## src/rtl/alu_seq_exec.sv

```systemverilog
// Sequential execute stage: one-cycle logic/arithmetic ops, bit-serial shifts.
// valid/ready on both sides; results are held in DONE until downstream takes them.
module alu_seq_exec #(
  parameter int WIDTH = 32,
  parameter int SHW   = $clog2(WIDTH)
) (
  input  logic             in_clk,
  input  logic             in_rst,
  input  logic             in_valid,
  output logic             out_ready,
  input  logic [2:0]       in_alu_control,
  input  logic [WIDTH-1:0] in_a,
  input  logic [WIDTH-1:0] in_b,
  output logic             out_valid,
  input  logic             in_result_ready,
  output logic [WIDTH-1:0] out_result,
  output logic             out_zero,
  output logic [1:0]       out_dbg_state
);

  // Handshake: an op is accepted on an edge where in_valid && out_ready; a result
  // is taken on an edge where out_valid && in_result_ready. Both flags decode the
  // state register only, so neither depends combinationally on the other side.

  typedef enum logic [1:0] {
    S_IDLE  = 2'd0,
    S_SHIFT = 2'd1,
    S_DONE  = 2'd2
  } state_t;

  localparam logic [2:0] OP_ADD = 3'b000;
  localparam logic [2:0] OP_SUB = 3'b001;
  localparam logic [2:0] OP_AND = 3'b010;
  localparam logic [2:0] OP_OR  = 3'b011;
  localparam logic [2:0] OP_XOR = 3'b100;
  localparam logic [2:0] OP_SLT = 3'b101;

  state_t           r_state;
  state_t           w_next_state;
  logic             r_shr;
  logic [WIDTH-1:0] r_work;
  logic [SHW-1:0]   r_cnt;
  logic [WIDTH-1:0] r_result;
  logic             r_zero;

  logic             w_accept;
  logic             w_is_shift;
  logic [SHW-1:0]   w_amt;
  logic             w_start_shift;
  logic             w_last;
  logic [WIDTH-1:0] w_alu;
  logic [WIDTH-1:0] w_sh_next;

  assign w_amt         = in_b[SHW-1:0];
  assign w_is_shift    = (in_alu_control[2:1] == 2'b11);
  assign w_accept      = in_valid && (r_state == S_IDLE);
  assign w_start_shift = w_is_shift && (w_amt != '0);
  assign w_last        = (r_cnt == {{(SHW-1){1'b0}}, 1'b1});
  assign w_sh_next     = r_shr ? (r_work >> 1) : (r_work << 1);

  // Shift opcodes only land here with amount 0, so they pass operand A through.
  always_comb begin
    w_alu = in_a;
    case (in_alu_control)
      OP_ADD:  w_alu = in_a + in_b;
      OP_SUB:  w_alu = in_a - in_b;
      OP_AND:  w_alu = in_a & in_b;
      OP_OR:   w_alu = in_a | in_b;
      OP_XOR:  w_alu = in_a ^ in_b;
      OP_SLT:  w_alu = {{(WIDTH-1){1'b0}}, ($signed(in_a) < $signed(in_b))};
      default: w_alu = in_a;
    endcase
  end

  always_ff @(posedge in_clk) begin
    if (in_rst) r_state <= S_IDLE;
    else        r_state <= w_next_state;
  end

  always_comb begin
    w_next_state = r_state;
    case (r_state)
      S_IDLE:  if (w_accept) w_next_state = w_start_shift ? S_SHIFT : S_DONE;
      S_SHIFT: if (w_last) w_next_state = S_DONE;
      S_DONE:  if (in_result_ready) w_next_state = S_IDLE;
      default: w_next_state = S_IDLE;
    endcase
  end

  always_comb begin
    out_ready     = (r_state == S_IDLE);
    out_valid     = (r_state == S_DONE);
    out_dbg_state = r_state;
  end

  // Only the shift direction is needed after accept; the other opcode bits are
  // fully consumed by the single-cycle path.
  always_ff @(posedge in_clk) begin
    if (in_rst) begin
      r_shr    <= 1'b0;
      r_work   <= '0;
      r_cnt    <= '0;
      r_result <= '0;
      r_zero   <= 1'b0;
    end else begin
      case (r_state)
        S_IDLE: begin
          if (w_accept) begin
            r_shr <= in_alu_control[0];
            if (w_start_shift) begin
              r_work <= in_a;
              r_cnt  <= w_amt;
            end else begin
              r_result <= w_alu;
              r_zero   <= (w_alu == '0);
            end
          end
        end
        S_SHIFT: begin
          r_work <= w_sh_next;
          r_cnt  <= r_cnt - 1'b1;
          if (w_last) begin
            r_result <= w_sh_next;
            r_zero   <= (w_sh_next == '0);
          end
        end
        default: ;
      endcase
    end
  end

  assign out_result = r_result;
  assign out_zero   = r_zero;

endmodule

```

## config.mk

```make
export PLATFORM = sky130hd
export DESIGN_NAME = alu_seq_exec
export DESIGN_NICKNAME = d
export VERILOG_FILES = /design/src/rtl/alu_seq_exec.sv
export SDC_FILE = /design/constraint.sdc
export NUM_CORES = 1
export LEC_CHECK = 0
export BUFFER_PORTS_ARGS = -buffer_cell sky130_fd_sc_hd__buf_4
export CAP_MARGIN = 20
export CORE_MARGIN = 8
export CORE_UTILIZATION = 34
export DETAILED_ROUTE_END_ITERATION = 8
export GPL_ROUTABILITY_DRIVEN = 0
export SLEW_MARGIN = 20
export SYNTH_ARGS = -nofsm -noshare
export SYNTH_HDL_FRONTEND = slang
export SYNTH_SLANG_ARGS = --single-unit
```

## constraint.sdc

```tcl
create_clock -name in_clk -period 3.2 [get_ports in_clk]
set_input_delay 0.16 -clock in_clk [delete_from_list [all_inputs] [get_ports in_clk]]
set_output_delay 0.16 -clock in_clk [all_outputs]
set_load 0.02 [all_outputs]
```

==> results of run 1 <==
flip-flops by register name, summed over array words and instances (netlist names):
signal	cells
out_result	32
r_work	32
r_cnt	5
out_dbg_state	2
out_zero	1
r_shr	1
routing by layer:
layer | share of wire (%) | wire (microns) | vias to the layer above | global-route usage, %
met5 | 0 | 0 | - | 0
met4 | 6.2 | 2743 | 0 | 14.60
met3 | 8.8 | 3872 | 170 | 4.825
met2 | 43 | 19000 | 673 | 38.60
met1 | 42 | 18390 | 5834 | 31.29
li1 | - | - | 5889 | -
cells by family (layout without fill, tap and decap cells):
group                      after synthesis  count (layout)  synth area share (%)
AOI/OAI and AO/OA                      528             528                 35.62
muxes                                   32              32                 3.343
adders and majority gates              107             107                 13.91
xor gates and xnor gates                11              11                0.9902
and+or+nand+nor                        486             486                 22.80
buffers and inverters                  211             552                 8.319
DFF                                     73              73                 15.02
Yosys cell counts, types with 7 or more instances:
cell type / instances
sky130_fd_sc_hd__a2111oi_0: 8
sky130_fd_sc_hd__a211o_1: 8
sky130_fd_sc_hd__a211oi_1: 34
sky130_fd_sc_hd__a21o_1: 12
sky130_fd_sc_hd__a21oi_1: 178
sky130_fd_sc_hd__a221oi_1: 8
sky130_fd_sc_hd__a22oi_1: 11
sky130_fd_sc_hd__a31oi_1: 9
sky130_fd_sc_hd__and3_1: 9
sky130_fd_sc_hd__buf_1: 9
sky130_fd_sc_hd__buf_2: 8
sky130_fd_sc_hd__clkbuf_1: 82
sky130_fd_sc_hd__dfxtp_1: 73
sky130_fd_sc_hd__ha_1: 105
sky130_fd_sc_hd__inv_1: 104
sky130_fd_sc_hd__mux2i_1: 28
sky130_fd_sc_hd__nand2_1: 150
sky130_fd_sc_hd__nand2b_1: 13
sky130_fd_sc_hd__nand3_1: 29
sky130_fd_sc_hd__nand4_1: 17
sky130_fd_sc_hd__nor2_1: 160
sky130_fd_sc_hd__nor2b_1: 19
sky130_fd_sc_hd__nor3_1: 33
sky130_fd_sc_hd__nor3b_1: 7
sky130_fd_sc_hd__nor4_1: 16
sky130_fd_sc_hd__o211ai_1: 31
sky130_fd_sc_hd__o21ai_0: 108
sky130_fd_sc_hd__o21bai_1: 7
sky130_fd_sc_hd__o22ai_1: 11
sky130_fd_sc_hd__o2bb2ai_1: 7
sky130_fd_sc_hd__o31a_1: 7
sky130_fd_sc_hd__o31ai_1: 9
sky130_fd_sc_hd__or2_2: 9
sky130_fd_sc_hd__or3_1: 8
sky130_fd_sc_hd__xnor2_1: 9
critical path, delay by kind of cell:
family                     cells  cell delay [ns]
buffers and inverters          6             0.82
AOI/OAI and AO/OA              6             1.26
adders and majority gates      1             0.30
and+or+nand+nor                5             1.01
power breakdown:
group / internal (uW) / switching (uW)
Clock: 691 / 448
Combinational: 994 / 1290
Sequential: 983 / 68.5
worst max-delay path by stage:
stage / from / to / slack, ns / cells after the start
3_5_place_dp: in_a[0] / out_zero / -0.55 / 16
4_1_cts: in_a[16] / out_result[27] / 0.004 / 16
6_report: in_a[9] / out_zero / -0.07 / 18
3_3_place_gp: in_a[0] / out_zero / -0.45 / 16
2_1_floorplan: in_a[0] / out_zero / -0.02 / 15
5_1_grt: in_a[9] / out_zero / -0.22 / 14
repair_timing:
action                                  4_1_cts  5_1_grt
resized for setup                            19       34
endpoints found under the setup margin        1        7
setup buffers                                 4        1
pin swaps                                    12       21
through the flow:
stage,total power (uW),setup TNS [ns],cell area (sq um),utilization [%]
after global placement,3203,-2.978,13020,45.74
after global routing,4686,-0.2196,13620,47.84
after detailed placement,3225,-4.115,13020,45.74
after CTS,4391,0,13470,47.32
final,4473,-0.07050,13620,47.84
after floorplan,2183,-0.01866,9734,-
area by class of cell:
cell class | instances | area (sq um)
clock inverters | 7 | 103.9
repair buffers | 426 | 3223
well taps | 384 | 480.5
inverters | 110 | 412.9
multi-input cells | 1164 | 7712
clock buffers | 9 | 225.2
flip-flops and latches | 73 | 1463
fillers | 2886 | 14850
==> impl_metrics.tcl, run 1 <==
set metrics [dict create \
    run_status "finished with violations" \
    failed_checks "setup timing" \
    fin_crit_sh_pct 102.2 \
    rsz0062_at_grt "true" \
    layout-drive-gt1-share_pct 28.95 \
    fin_crit_ns 3.270 \
    finalSetupViolCount 1 \
    critical_path.startpoint_type "primary input" \
    rrSetupSlack_ns 0.42 \
    reg2reg_to "out_zero" \
    io_buffer_count 107 \
    sequential_area_share_after_synthesis_pct 15.02 \
    timing.hold.worst_endpoint "out_dbg_state[1]" \
    ys_flop_type "sky130_fd_sc_hd__dfxtp_1" \
    placeableCoreArea_sq_um 28470 \
    postSynthAreaPerCell_sq_um 6.720 \
    design.die.area_sq_um 34290 \
    transition_time_at_the_pin_with_the_least_slew_margin_ns 0.7939 \
    global_route_usage_over_all_layers_pct 24.74 \
    synth_nets 1626 \
    grt_start_max_net_pins 74 \
    grt_pass1_wl_microns 66770 \
    path_cells "buf_4 -> inv_1 -> ha_1 -> buf_4 -> buf_4 -> nor2_1 -> nand2_1 -> a2111oi_4 -> buf_4 -> o311ai_4 -> nand2_1 -> a211o_1 -> buf_4 -> nor2_1 -> o22ai_1 -> o32ai_2 -> or4b_4 -> o32ai_2" \
    grt_pass1_vias 12146 \
    post-synth-top-area-fraction_pct 15.02 \
    initial_utilization_pct 34.18 \
    critPathSlowestCell "sky130_fd_sc_hd__or4b_4" \
    dr.pass1.iters 5 \
    die_h_microns 185.2 \
    final_hold_viol_count 0 \
    cts.root.buffer_cell "sky130_fd_sc_hd__clkbuf_16" \
    synth_warnings 0 \
    cap_violations 0 \
    worst_slack_setup_final_ns -0.07050 \
    clock_latency_ns 0.35 \
    synth.largest_area_cell "sky130_fd_sc_hd__dfxtp_1" \
    holdBufCountCts 0 \
    critPathMostFrequentCell "sky130_fd_sc_hd__buf_4" \
    cp_data_required_time_ns 3.46 \
    critPathKind "primary input to register" \
    avgViaCountPerCell 5.783 \
    antenna_cells_inserted 0 \
    wirelength_microns 44010 \
    mostFrequentLayoutCell "sky130_fd_sc_hd__buf_4" \
    cts_tree "done" \
    postSynthRegisterBits 73 \
    max_stage_delay_ns 0.55 \
    synthesis.instances 1448 \
    final_antenna_net_count 0 \
    initialDrtViolationCount 1692 \
    drcViolationCount 0 \
    io_pins 108 \
    clock_tree.buffer_depth 2 \
    hold_slack_ns 0.08586 \
    path_clk_slew_ns 0.07 \
    endpoint_kind "register" \
    timing.critical_path.fanout_max 7 \
    synth.distinct_cells 87 \
    via_count 12566 \
    cts_buffers 9 \
    async_reset_ff_share_pct 0 \
    layout.nets 1962 \
    die_width_microns 185.2 \
    max_clock_freq_ghz 0.3058 \
    netlist_top_cells_area "sky130_fd_sc_hd__dfxtp_1 15%, sky130_fd_sc_hd__ha_1 14%, sky130_fd_sc_hd__a21oi_1 9.2%" \
    worstHoldPathCells 3 \
    powerDensity_nw_per_um2 328.4 \
    ff_to_ff_path_depth 12 \
    dp_cells 2152 \
    hold_path_startpoint "in_result_ready" \
    initial_antenna_violation_count 0 \
    count_of_pins_over_their_slew_limit 0 \
    most-common-layout-cells "424 x sky130_fd_sc_hd__buf_4, 174 x sky130_fd_sc_hd__a21oi_1, 155 x sky130_fd_sc_hd__nor2_1, 150 x sky130_fd_sc_hd__nand2_1, 104 x sky130_fd_sc_hd__inv_1" \
    dp_worst_setup_slack_ns -0.5521 \
    worst-endpoint-arrival_ns 3.53 \
    clock-sinks 73 \
    slew-limit-headroom_pct 47.08 \
    global_route.overflow_total 0 \
    dp_hpwl_microns 34550 \
    h_tree_levels 3 \
    fin_worst_skew_ns 0.005836 \
    final_cell_count_without_fillers 2173 \
    placement_rows 62 \
    worst_min_delay_path_category "primary input to register" \
    synth-edff-count 0 \
    synth_area_sq_um 9731 \
    syn2layout_area_growth_pct 39.98 \
    worst_r2r_startpoint "r_cnt[0]" \
    max-vdd-ir-drop_v 0.0002489 \
    routed_wire_per_std_cell_microns 20.25 \
    cellLeakagePower_uw 0.006121 \
]
No activity file was read; power rests on OpenSTA's default activity.
==> run 2: changes to the inputs <==
--- a/config.mk
+++ b/config.mk
@@ -7,10 +7,14 @@
 export LEC_CHECK = 0
 export BUFFER_PORTS_ARGS = -buffer_cell sky130_fd_sc_hd__buf_4
 export CAP_MARGIN = 20
+export CELL_PAD_IN_SITES_DETAIL_PLACEMENT = 0
+export CELL_PAD_IN_SITES_GLOBAL_PLACEMENT = 1
 export CORE_MARGIN = 8
 export CORE_UTILIZATION = 34
+export CTS_CLUSTER_DIAMETER = 60
 export DETAILED_ROUTE_END_ITERATION = 8
 export GPL_ROUTABILITY_DRIVEN = 0
+export PLACE_DENSITY_LB_ADDON = 0.1
 export SLEW_MARGIN = 20
 export SYNTH_ARGS = -nofsm -noshare
 export SYNTH_HDL_FRONTEND = slang
==> impl_metrics.tcl, run 2 (synthesis gave the netlist of run 1 again) <==
set metrics [dict create \
    number_of_filler_instances_in_the_final_layout 3007 \
    finalSetupViolCount 0 \
    cp_data_required_time_ns 3.45 \
    timing.critical_path.fanout_max 7 \
    cts_buffers 9 \
    reg2reg_to "out_zero" \
    die_h_microns 185.2 \
    fin_area_sq_um 13870 \
    antenna_cells_inserted 0 \
    cap_violations 0 \
    worst-endpoint-arrival_ns 3.44 \
    clock_latency_ns 0.34 \
    layout.nets 1975 \
    timing.critical_path.to "out_zero" \
    critical_path.startpoint_type "primary input" \
    holdBufCountCts 0 \
    grt_pass1_wl_microns 69460 \
    syn2layout_area_growth_pct 42.55 \
    powerDensity_nw_per_um2 313.6 \
    io_pins 108 \
    transition_time_at_the_pin_with_the_least_slew_margin_ns 1.114 \
    die_width_microns 185.2 \
    rsz0062_at_grt "true" \
    worst_min_delay_path_category "primary input to register" \
    placement_rows 62 \
    fin_crit_sh_pct 99.72 \
    post-layout-total-power_uw 4351 \
    dr.pass1.iters 5 \
    drcViolationCount 0 \
    cts_tree "done" \
    grt_pass1_vias 12174 \
    path_clk_slew_ns 0.06 \
    initial_antenna_violation_count 0 \
    worstHoldPathCells 3 \
    io_buffer_count 107 \
    mostFrequentLayoutCell "sky130_fd_sc_hd__buf_4" \
    via_count 12313 \
    endpoint_kind "register" \
    max-vdd-ir-drop_v 0.0002980 \
    final_hold_viol_count 0 \
    avgViaCountPerCell 5.633 \
    fin_crit_ns 3.191 \
    crit_path_start "in_a[13]" \
    final_antenna_net_count 0 \
    fin_worst_skew_ns 0.01010 \
    initialDrtViolationCount 1056 \
    design.die.area_sq_um 34290 \
    placeableCoreArea_sq_um 28470 \
    cellLeakagePower_uw 0.006188 \
    layout-drive-gt1-share_pct 30.63 \
    run_status "finished clean" \
    dp_cells 2161 \
    routed_wire_per_std_cell_microns 20.97 \
    final_cell_count_without_fillers 2186 \
    wirelength_microns 45850 \
    clock_tree.buffer_depth 2 \
    h_tree_levels 3 \
    worst_r2r_startpoint "r_cnt[0]" \
    rrSetupSlack_ns 0.61 \
    critPathKind "primary input to register" \
    max_clock_freq_ghz 0.3134 \
    global_route.overflow_total 0 \
    slew-limit-headroom_pct 25.49 \
    cts.root.buffer_cell "sky130_fd_sc_hd__clkbuf_16" \
    global_route_usage_over_all_layers_pct 26.00 \
    grt_start_max_net_pins 74 \
    dp_hpwl_microns 36640 \
    clock-sinks 73 \
    count_of_pins_over_their_slew_limit 0 \
    initial_utilization_pct 34.18 \
    detailed_place.area_sq_um 13100 \
    ff_to_ff_path_depth 12 \
    most-common-layout-cells "434 x sky130_fd_sc_hd__buf_4, 170 x sky130_fd_sc_hd__a21oi_1, 152 x sky130_fd_sc_hd__nor2_1, 150 x sky130_fd_sc_hd__nand2_1, 106 x sky130_fd_sc_hd__o21ai_0" \
]
## run 2: changes by cell type in the layout (fill, tap and decap cells not counted), sizes merged
cell	change
buf	+13
clkinv	+4
bufinv	-2
clkinvlp	-2
clkbuf	+1
inv	-1
## run 2: power breakdown
part,internal (uW),switching [uW]
clock network,527,401
registers,984,63.7
logic,1050,1320
total,2560,1790
## run 2: worst min path at each step
stage / end / from / slack [ns]
floorplan: r_work[0] / in_a[0] / 0.32
global placement: out_dbg_state[1] / in_result_ready / 0.44
detailed placement: out_result[7] / out_result[7] / 0.45
CTS: out_dbg_state[1] / in_result_ready / 0.09
global route: out_dbg_state[1] / in_result_ready / 0.10
finish: out_dbg_state[1] / in_result_ready / 0.09
## run 2: critical path: stages
cell and delay, ns:
sky130_fd_sc_hd__buf_4 0.11, sky130_fd_sc_hd__inv_1 0.08, sky130_fd_sc_hd__ha_1 0.31, sky130_fd_sc_hd__buf_4 0.16, sky130_fd_sc_hd__nand4_1 0.11, sky130_fd_sc_hd__or3_1 0.48, sky130_fd_sc_hd__o21ai_4 0.24, sky130_fd_sc_hd__a41oi_2 0.18
sky130_fd_sc_hd__buf_4 0.20, sky130_fd_sc_hd__a211oi_1 0.24, sky130_fd_sc_hd__o21a_1 0.16, sky130_fd_sc_hd__a211oi_1 0.07, sky130_fd_sc_hd__nor3_1 0.18, sky130_fd_sc_hd__or4b_4 0.49, sky130_fd_sc_hd__o32ai_2 0.25
## run 2: repair_timing
action,CTS,global route
buffers inserted,1,8
endpoints found under the setup margin,4,15
pin swaps,4,36
gates resized for setup,14,75
## run 2: layout make-up
type	instances	area, sq um	area share (%)
Tap cell	384	480.5	3.464
Clock buffer	10	229.0	1.651
Multi-Input combinational cell	1164	7894	56.91
Timing Repair Buffer	439	3344	24.11
Sequential cell	73	1463	10.54
Clock inverter	6	45.04	0.3247
Inverter	110	415.4	2.995
## run 2: through the flow
stage	util, %	setup WS (ns)	setup TNS, ns	hold WS, ns
2_1_floorplan	-	-0.01866	-0.01866	0.3225
3_3_place_gp	46.02	-0.4585	-4.379	0.4411
3_5_place_dp	46.02	-0.5359	-4.977	0.4452
4_1_cts	47.27	-0.06258	-0.1189	0.08927
5_1_grt	48.72	-0.09230	-0.1124	0.1045
6_report	48.72	0.009098	0	0.09494
## run 2: per-layer routing
| metal | wire, microns | vias up | global-route usage, % |
|---|---|---|---|
| li1 | - | 5924 | - |
| met1 | 19990 | 5848 | 32.99 |
| met2 | 21800 | 446 | 44.84 |
| met3 | 2311 | 95 | 2.727 |
| met4 | 1748 | 0 | 9.603 |
| met5 | 0 | - | 0 |
